`src/rtl/cpu_pkg.sv`:
```
// Shared types and constants for the accumulator CPU pipeline.
// Fetch stage uses the PC step, reset PC and the buffered fetch entry type.
package cpu_pkg;

   localparam int unsigned PC_W    = 32;
   localparam int unsigned INSTR_W = 32;

   localparam logic [PC_W-1:0] PC_STEP          = 32'd2;
   localparam logic [PC_W-1:0] RESET_PC_DEFAULT = 32'h0000_0100;

   // Instruction word fields: IR[31] addressing mode, IR[30:27] opcode
   localparam int unsigned IR_MODE_BIT = 31;
   localparam int unsigned IR_OPC_MSB  = 30;
   localparam int unsigned IR_OPC_LSB  = 27;
   localparam int unsigned OPC_W       = IR_OPC_MSB - IR_OPC_LSB + 1;

   typedef struct packed {
      logic [INSTR_W-1:0] instr;
      logic [PC_W-1:0]    pc;
   } fetch_entry_t;

   function automatic logic [OPC_W-1:0] ir_opcode(input logic [INSTR_W-1:0] ir);
      return ir[IR_OPC_MSB:IR_OPC_LSB];
   endfunction

   function automatic logic ir_mode(input logic [INSTR_W-1:0] ir);
      return ir[IR_MODE_BIT];
   endfunction

endpackage

```
`src/rtl/fetch_fifo.sv`:
```
// Small synchronous FIFO with flush; head entry is read straight from storage.
// Depth must be a power of two so the pointers wrap naturally.
module fetch_fifo #(
   parameter int unsigned DEPTH = 2,
   parameter type entry_t = cpu_pkg::fetch_entry_t
) (
   input  logic                         clk,
   input  logic                         rst,
   input  logic                         flush,
   input  logic                         push,
   input  entry_t                       push_data,
   input  logic                         pop,
   output entry_t                       head,
   output logic [$clog2(DEPTH+1)-1:0]   count
);

   localparam int unsigned PTR_W = $clog2(DEPTH);
   localparam int unsigned CNT_W = $clog2(DEPTH+1);

   entry_t           mem [DEPTH];
   logic [PTR_W-1:0] wr_ptr;
   logic [PTR_W-1:0] rd_ptr;
   logic             do_pop;

   assign do_pop = pop && (count != '0);
   assign head   = mem[rd_ptr];

   // Flush wins over any push/pop presented on the same edge
   always_ff @(posedge clk or posedge rst) begin
      if (rst) begin
         for (int i = 0; i < DEPTH; i++) mem[i] <= '0;
         wr_ptr <= '0;
         rd_ptr <= '0;
         count  <= '0;
      end else if (flush) begin
         wr_ptr <= '0;
         rd_ptr <= '0;
         count  <= '0;
      end else begin
         if (push) begin
            mem[wr_ptr] <= push_data;
            wr_ptr      <= wr_ptr + PTR_W'(1);
         end
         if (do_pop) rd_ptr <= rd_ptr + PTR_W'(1);
         count <= count + CNT_W'(push) - CNT_W'(do_pop);
      end
   end

endmodule

```
`src/rtl/instr_fetch_unit.sv`:
```
// Fetch stage: owns the PC, issues RAM reads under grant and buffer credit,
// and hands {instr, pc} entries to execute over valid/ready.
module instr_fetch_unit
   import cpu_pkg::*;
#(
   parameter int unsigned ADDR_WIDTH = 28,
   parameter int unsigned DATA_WIDTH = 32,
   parameter logic [31:0] RESET_PC   = RESET_PC_DEFAULT,
   parameter int unsigned FIFO_DEPTH = 2
) (
   input  logic                  clk,
   input  logic                  rst,
   input  logic                  mem_gnt,
   output logic [ADDR_WIDTH-1:0] mem_addr,
   output logic                  mem_cs,
   output logic                  mem_oe,
   output logic                  mem_we,
   input  logic [DATA_WIDTH-1:0] mem_rdata,
   output logic                  instr_valid,
   output logic [DATA_WIDTH-1:0] instr,
   output logic [31:0]           instr_pc,
   input  logic                  instr_ready,
   input  logic                  redirect_valid,
   input  logic [31:0]           redirect_pc,
   input  logic                  halt
);

   localparam int unsigned CNT_W = $clog2(FIFO_DEPTH+1);
   localparam int unsigned CRD_W = CNT_W + 1;

   logic [PC_W-1:0]  fetch_pc;
   logic [PC_W-1:0]  tag_pc;
   logic             outstanding;
   logic             drop;
   logic [CNT_W-1:0] count;
   fetch_entry_t     head;
   fetch_entry_t     push_entry;
   logic             pop_c;
   logic             push_c;
   logic             issue_c;
   logic [CRD_W-1:0] credit_used_c;

   assign mem_we = 1'b0;

   assign pop_c  = instr_valid && instr_ready;
   assign push_c = outstanding && !drop && !redirect_valid;

   // Entries held or in flight after this edge's pop must leave room for one more
   assign credit_used_c = CRD_W'(count) + CRD_W'(outstanding) - CRD_W'(pop_c);
   assign issue_c = mem_gnt && !halt && !redirect_valid &&
                    (credit_used_c < CRD_W'(FIFO_DEPTH));

   always_comb begin
      push_entry       = '0;
      push_entry.instr = INSTR_W'(mem_rdata);
      push_entry.pc    = tag_pc;
   end

   always_ff @(posedge clk or posedge rst) begin
      if (rst) begin
         fetch_pc    <= RESET_PC;
         tag_pc      <= '0;
         outstanding <= 1'b0;
         drop        <= 1'b0;
         mem_addr    <= '0;
         mem_cs      <= 1'b0;
         mem_oe      <= 1'b0;
      end else begin
         drop        <= redirect_valid && outstanding;
         outstanding <= issue_c;
         mem_cs      <= issue_c;
         mem_oe      <= issue_c;
         if (redirect_valid) begin
            fetch_pc <= redirect_pc;
         end else if (issue_c) begin
            fetch_pc <= fetch_pc + PC_STEP;
         end
         if (issue_c) begin
            mem_addr <= fetch_pc[ADDR_WIDTH-1:0];
            tag_pc   <= fetch_pc;
         end
      end
   end

   fetch_fifo #(
      .DEPTH   (FIFO_DEPTH),
      .entry_t (fetch_entry_t)
   ) u_fifo (
      .clk       (clk),
      .rst       (rst),
      .flush     (redirect_valid),
      .push      (push_c),
      .push_data (push_entry),
      .pop       (pop_c),
      .head      (head),
      .count     (count)
   );

   assign instr_valid = (count != '0);
   assign instr       = DATA_WIDTH'(head.instr);
   assign instr_pc    = head.pc;

endmodule

```
`config.mk`:
```
export PLATFORM = sky130hd
export DESIGN_NAME = instr_fetch_unit
export DESIGN_NICKNAME = d
export VERILOG_FILES = /design/src/rtl/cpu_pkg.sv /design/src/rtl/fetch_fifo.sv /design/src/rtl/instr_fetch_unit.sv
export SDC_FILE = /design/constraint.sdc
export NUM_CORES = 1
export LEC_CHECK = 0
export CAP_MARGIN = 20
export CORE_UTILIZATION = 25
export CTS_CLUSTER_DIAMETER = 100
export CTS_CLUSTER_SIZE = 30
export DETAILED_ROUTE_END_ITERATION = 12
export PLACE_DENSITY = 0.46
export SKIP_LAST_GASP = 1
export SYNTH_ARGS = -nofsm -noshare
export SYNTH_HDL_FRONTEND = slang
export SYNTH_HIERARCHICAL = 1
export SYNTH_SLANG_ARGS = --single-unit
export TNS_END_PERCENT = 20
```
`constraint.sdc`:
```
create_clock -name clk -period 4.1 [get_ports clk]
set_input_delay 0.82 -clock clk [delete_from_list [all_inputs] [get_ports clk]]
set_output_delay 0.82 -clock clk [all_outputs]
set_load 0.05 [all_outputs]
```
# --- After elaboration in Yosys (flattened, before gate mapping) ---
# Cells that the tools add are included.
totals:
  word_cells: 56
  reg_bits: 226
classes:
  n_reduce_logical: 17
  n_mux: 13
  n_bitwise: 3
  add_sub_neg: 7
  n_lt_le_gt_ge: 4
op_table:
  columns: ["op", "n"]
  rows:
  - ["64-bit 2-to-1 mux", 4]
  - ["128-bit bitwise mux", 1]
  - ["64-bit demux with 1-bit select", 1]
  - ["32-bit 2-to-1 mux", 2]
  - ["32-bit by 2-bit adder with 32-bit output (second input constant)", 1]
  - ["1-bit logical AND", 9]
  - ["2-bit nonzero test", 4]
  - ["2-bit greater-or-equal comparator (second input constant)", 2]
  - ["1-bit 2-to-1 mux", 4]
  - ["1-bit inverter with 2-bit output", 2]
  - ["2-bit by 1-bit adder with 3-bit output", 1]
  - ["1-bit logical NOT", 3]
  - ["3-bit by 2-bit < comparator with 1-bit output (second input constant)", 1]
  - ["3-bit by 1-bit subtractor with 3-bit output", 1]
  - ["1-bit adder (second input constant)", 2]
  - ["2-bit by 1-bit adder with 2-bit output", 1]
  - ["2-bit by 1-bit < comparator with 1-bit output (second input constant)", 1]
  - ["2-bit 2-to-1 mux", 1]
  - ["2-bit AND reduction", 1]
  - ["2-bit by 1-bit subtractor with 2-bit output", 1]
  - ["1-bit inverter", 1]

# --- Depth between registers and ports, before layout ---
logic_depth:
  word_depth: 7
  mapped_depth: 12

# --- Hierarchy ---
# The synthesis kept the hierarchy.
by_module_without_submodules:
  columns: ["module", "n_inst", "cells_per_inst", "seq_area_each_um2", "area_per_inst_um2"]
  rows:
  - ["fetch_fifo", 1, 361, 3303.2, 6142.1]
  - ["instr_fetch_unit", 1, 423, 1652.8, 3703.6]

# --- Worst setup path before layout ---
# No wires, ideal clock.
synth_timing:
  path_kind: "register -> register"
  startpoint: "reg u_fifo.count[1]"
  endpoint: "reg fetch_pc[13]"
  path_stages_with_launch: 13
  slack_ns: 0.847
  t_arrival_ns: 3.166
  required_ns: 4.013
  path_buffers: 2
  setup_time_ns: 0.087
  path_cell_list: "dfrtp_1 or2_2 and2_1 ha_1 nand2b_1 fa_1 nand4bb_1 or2_2 inv_1 buf_2 clkbuf_1 nand2_1 o211ai_1"
synth_via:
  elab_chain_len: 6
synth_rtl:
  columns: ["item", "line", "text"]
  rows:
  - ["start: declaration", "fetch_fifo.sv:14", "output logic [$clog2(DEPTH+1)-1:0] count"]
  - ["start signal: assignment", "fetch_fifo.sv:45", "count <= count + CNT_W'(push) - CNT_W'(do_pop);"]
  - ["2-bit nonzero test", "instr_fetch_unit.sv:99", "assign instr_valid = (count != '0);"]
  - ["named net instr_valid", "instr_fetch_unit.sv:19", "output logic instr_valid,"]
  - ["1-bit logical AND", "instr_fetch_unit.sv:45", "assign pop_c = instr_valid && instr_ready;"]
  - ["named net pop_c", "instr_fetch_unit.sv:38", "logic pop_c;"]
  - ["3-bit by 1-bit subtractor with 3-bit output", "instr_fetch_unit.sv:49", "assign credit_used_c = CRD_W'(count) + CRD_W'(outstanding) - CRD_W'(pop_c);"]
  - ["3-bit by 2-bit < comparator with 1-bit output", "instr_fetch_unit.sv:51", "(credit_used_c < CRD_W'(FIFO_DEPTH));"]
  - ["1-bit logical AND", "instr_fetch_unit.sv:50", "assign issue_c = mem_gnt && !halt && !redirect_valid &&"]
  - ["2-bit nonzero test (no line)", null, null]
  - ["end signal: assignment", "instr_fetch_unit.sv:74", "fetch_pc <= redirect_pc;"]
  - ["end signal: assignment", "instr_fetch_unit.sv:76", "fetch_pc <= fetch_pc + PC_STEP;"]
  - ["end: declaration", "instr_fetch_unit.sv:31", "logic [PC_W-1:0] fetch_pc;"]
# The timed path passes the listed nets, and every way through them passes these cells.
# A chain may end at the register's enable or synchronous reset.

# --- Final worst setup path ---
layout_timing:
  startpoint: "reg u_fifo.rd_ptr"
  endpoint: "out instr_pc[30]"
layout_via:
  elab_chain_len: 4
layout_rtl:
  columns: ["item", "line", "text"]
  rows:
  - ["start: declaration", "fetch_fifo.sv:22", "logic [PTR_W-1:0] rd_ptr;"]
  - ["start signal: assignment", "fetch_fifo.sv:44", "if (do_pop) rd_ptr <= rd_ptr + PTR_W'(1);"]
  - ["1-bit inverter with 2-bit output (implied by the code)", "fetch_fifo.sv:26", "assign head = mem[rd_ptr];"]
  - ["64-bit 2-to-1 mux (implied by the code) (3 in series)", "fetch_fifo.sv:26", null]
  - ["end: declaration", "instr_fetch_unit.sv:21", "output logic [31:0] instr_pc,"]
# Every way passes these cells. The select of a mux whose other input is x is not followed.

==> impl_metrics.toml <==
[clock_network]
cts_resized = 0
clk_latency_ns = 0.44
cts.sinks = 198
cts_buffer_depth = 2
cts_made_buffers = 17
hold_buffers = 0
root_buffer = "clkbuf_16"
cts_tree = "yes"
htree_levels = 4
clkSlewWorstSetupHoldPaths_ns = 0.07
post_cts_buffers = 0

[finish]
post_route_cells_drive_above_1_share_pct = 28.4
diodes = 0
design_area_sq_um = 12400
area_growth_syn_to_layout_pct = 25.8
multiInputGateArea_sq_um = 4200
n_fill_cell = 3918
instances_no_fill = 1442
seq_area_sq_um = 4960
final_net_count = 986

[grt]
gr-usage-all-layers_pct = 13.2
antenna_found_initial = 0
grt_start_max_net_pins = 67
grt_pass1_wl_mm = 41.5
grt_pass1_vias = 6718
grt_overflow = 0

[timing]
fin_setup_tns_ns = 0
skew_ns = 0.00968
rsz0062_at_grt = "false"
hold_viol = 0
holdWs_ns = 0.477
period_share_pct = 87.9
worst_slew_pin_slew_ns = 1.05
relSlewSlack_pct = 29.9
setup-violations-final = 0
fmax_mhz = 277
min_period_ns = 3.60
slew_viol_final = 0

[pwr]
power.density_nw_per_um2 = 510
ir_worst_vdd_mv = 0.193
finalPower_mw = 6.32
leakage_nw = 5.54

[logic_synthesis]
post_synth_num_cell_types = 58
synth_nets = 859
async_reset_ff_share_pct = 100
yosys-top-cells-area = "dfrtp_1 50%, mux2_2 15%, mux2_4 9.9%"
synthesis.area_sq_um = 9850
yosys.area.top_type_share_pct = 50.1
synth_area_per_cell_sq_um = 12.6
synth_top_cell_by_area = "dfrtp_1"
syn_inst = 784
synth_edf_count = 0
yosys_warnings = 6
ys_seq_area_share_pct = 50.3
synth_flop_cell = "dfrtp_1"
synth_seq_cells = 198

[worst_setup_path]
r2r-end = "fetch_pc[13]"
end_kind = "primary output"
cp.required_ns = 3.28
rr_startpoint = "u_fifo/count[1]"
crit_type = "reg2out"
startpoint = "u_fifo/rd_ptr"
crit_path_start_kind = "flip-flop"
cp_max_fo = 66
r2r_cells = 10
crit_end = "instr_pc[30]"
r2r_slack_ns = 0.82
cp.arrival_ns = 2.78

[routing]
ant_nets = 0
vias = 6483
vias_per_cell = 4.50
drtPass1Iterations = 4
first_iter_violations = 382
drc = 0
wirelength_mm = 25.5
wl_per_cell_microns = 17.7

[hold_path]
hp-class = "reg2reg"

[floorplan]
num_rows = 72
die-height_microns = 200
core_area_sq_um = 38700
start_util_pct = 25.4
die_w_microns = 200
ios = 166
die_area_sq_um = 40200

[run]
cap_violations = 0

[placed_design]
portBuffers = 164
place_area_sq_um = 11800
place_inst = 1410
gp_congestion = 0.808
hpwl_mm = 17.8

[status]
status = "finished, final reports clean"
==> worst min path at each step <==
stage                         start  cells past startpoint  slack [ns]         endpoint
global route        u_fifo/mem[114]                      1        0.51  u_fifo/mem[114]
global placement        fetch_pc[0]                      2        0.47      mem_addr[0]
CTS                     fetch_pc[0]                      2        0.49      mem_addr[0]
floorplan               fetch_pc[0]                      2        0.43      mem_addr[0]
finish                  fetch_pc[0]                      2        0.48      mem_addr[0]
detailed placement      fetch_pc[0]                      2        0.47      mem_addr[0]
==> synth_stat cells, types with 14 or more instances <==
| cell | n |
|---|---|
| mux2_4 | 65 |
| buf_2 | 15 |
| dfrtp_1 | 197 |
| nand2_1 | 99 |
| mux2_2 | 130 |
| nand3_1 | 26 |
| buf_4 | 30 |
| o21ai_0 | 18 |
| inv_1 | 14 |
| clkbuf_1 | 14 |
| nor3_1 | 14 |
==> area by class of cell <==
cell class | count | area share, %
Sequential cell | 198 | 40.0
Clock inverter | 12 | 1.17
Clock buffer | 20 | 3.61
Tap cell | 518 | 5.23
Multi-Input combinational cell | 492 | 33.9
Timing Repair Buffer | 187 | 15.6
Inverter | 15 | 0.485
==> routing by layer <==
metal,track usage (%),routed length [microns]
met3,2.65,1110
met2,19.9,11600
met1,19.0,12500
met4,3.93,304
met5,0,0
==> metrics by stage <==
| stage | utilization [%] | setup WS, ns |
|---|---|---|
| 2_1_floorplan | - | 0.847 |
| 3_3_place_gp | 30.4 | 0.354 |
| 3_5_place_dp | 30.4 | 0.321 |
| 4_1_cts | 32.0 | 0.372 |
| 5_1_grt | 32.0 | 0.303 |
| 6_report | 32.0 | 0.496 |
==> sequential cells by signal, summed over array words and instances, names as in the netlist <==
register and flops:
u_fifo/rd_ptr 1, outstanding 1, drop 1, tag_pc 5, mem_addr 27, u_fifo/mem 128
fetch_pc 32, u_fifo/count 2, u_fifo/wr_ptr 1
==> critical path: stages (launching register included) <==
cell,delay [ns]
dfrtp_4,1.06
mux2_2,0.32
clkdlybuf4s50_1,0.88
==> power breakdown <==
| part | total (mW) | internal (mW) | switching, mW |
|---|---|---|---|
| logic | 2.10 | 0.832 | 1.26 |
| clock network | 1.71 | 0.928 | 0.785 |
| registers | 2.51 | 2.26 | 0.251 |
==> placed cells by master (no fill, tap or decap), drive strengths merged, types with 3 or more instances in the layout <==
cell	synthesis	final
dfrtp	197	197
o211ai	11	11
a221o	7	7
nor3	14	14
clkinv	1	7
and3	7	7
and4	10	10
nor4	4	4
or4	10	10
ha	4	4
a21o	3	3
a31oi	6	6
or4b	3	3
o21ai	18	18
clkdlybuf4s50	0	164
inv	14	16
and2	8	8
mux2	195	195
nand4	13	13
nand2	99	99
nor2	7	7
a22oi	10	10
buf	64	23
o311ai	7	7
clkbuf	15	20
nand3	26	26
==> cells by family after synthesis <==
logic type	share of synthesized area [%]
XOR/XNOR	0.496
flip-flops	50.3
adder cells (fa/ha/maj)	0.712
AO/OA/AOI/OAI	5.26
buffers and inverters	7.07
multiplexers	24.8
other	0.0381
AND/OR/NAND/NOR	11.3
Note: power is estimated with default switching activity, not from simulation.
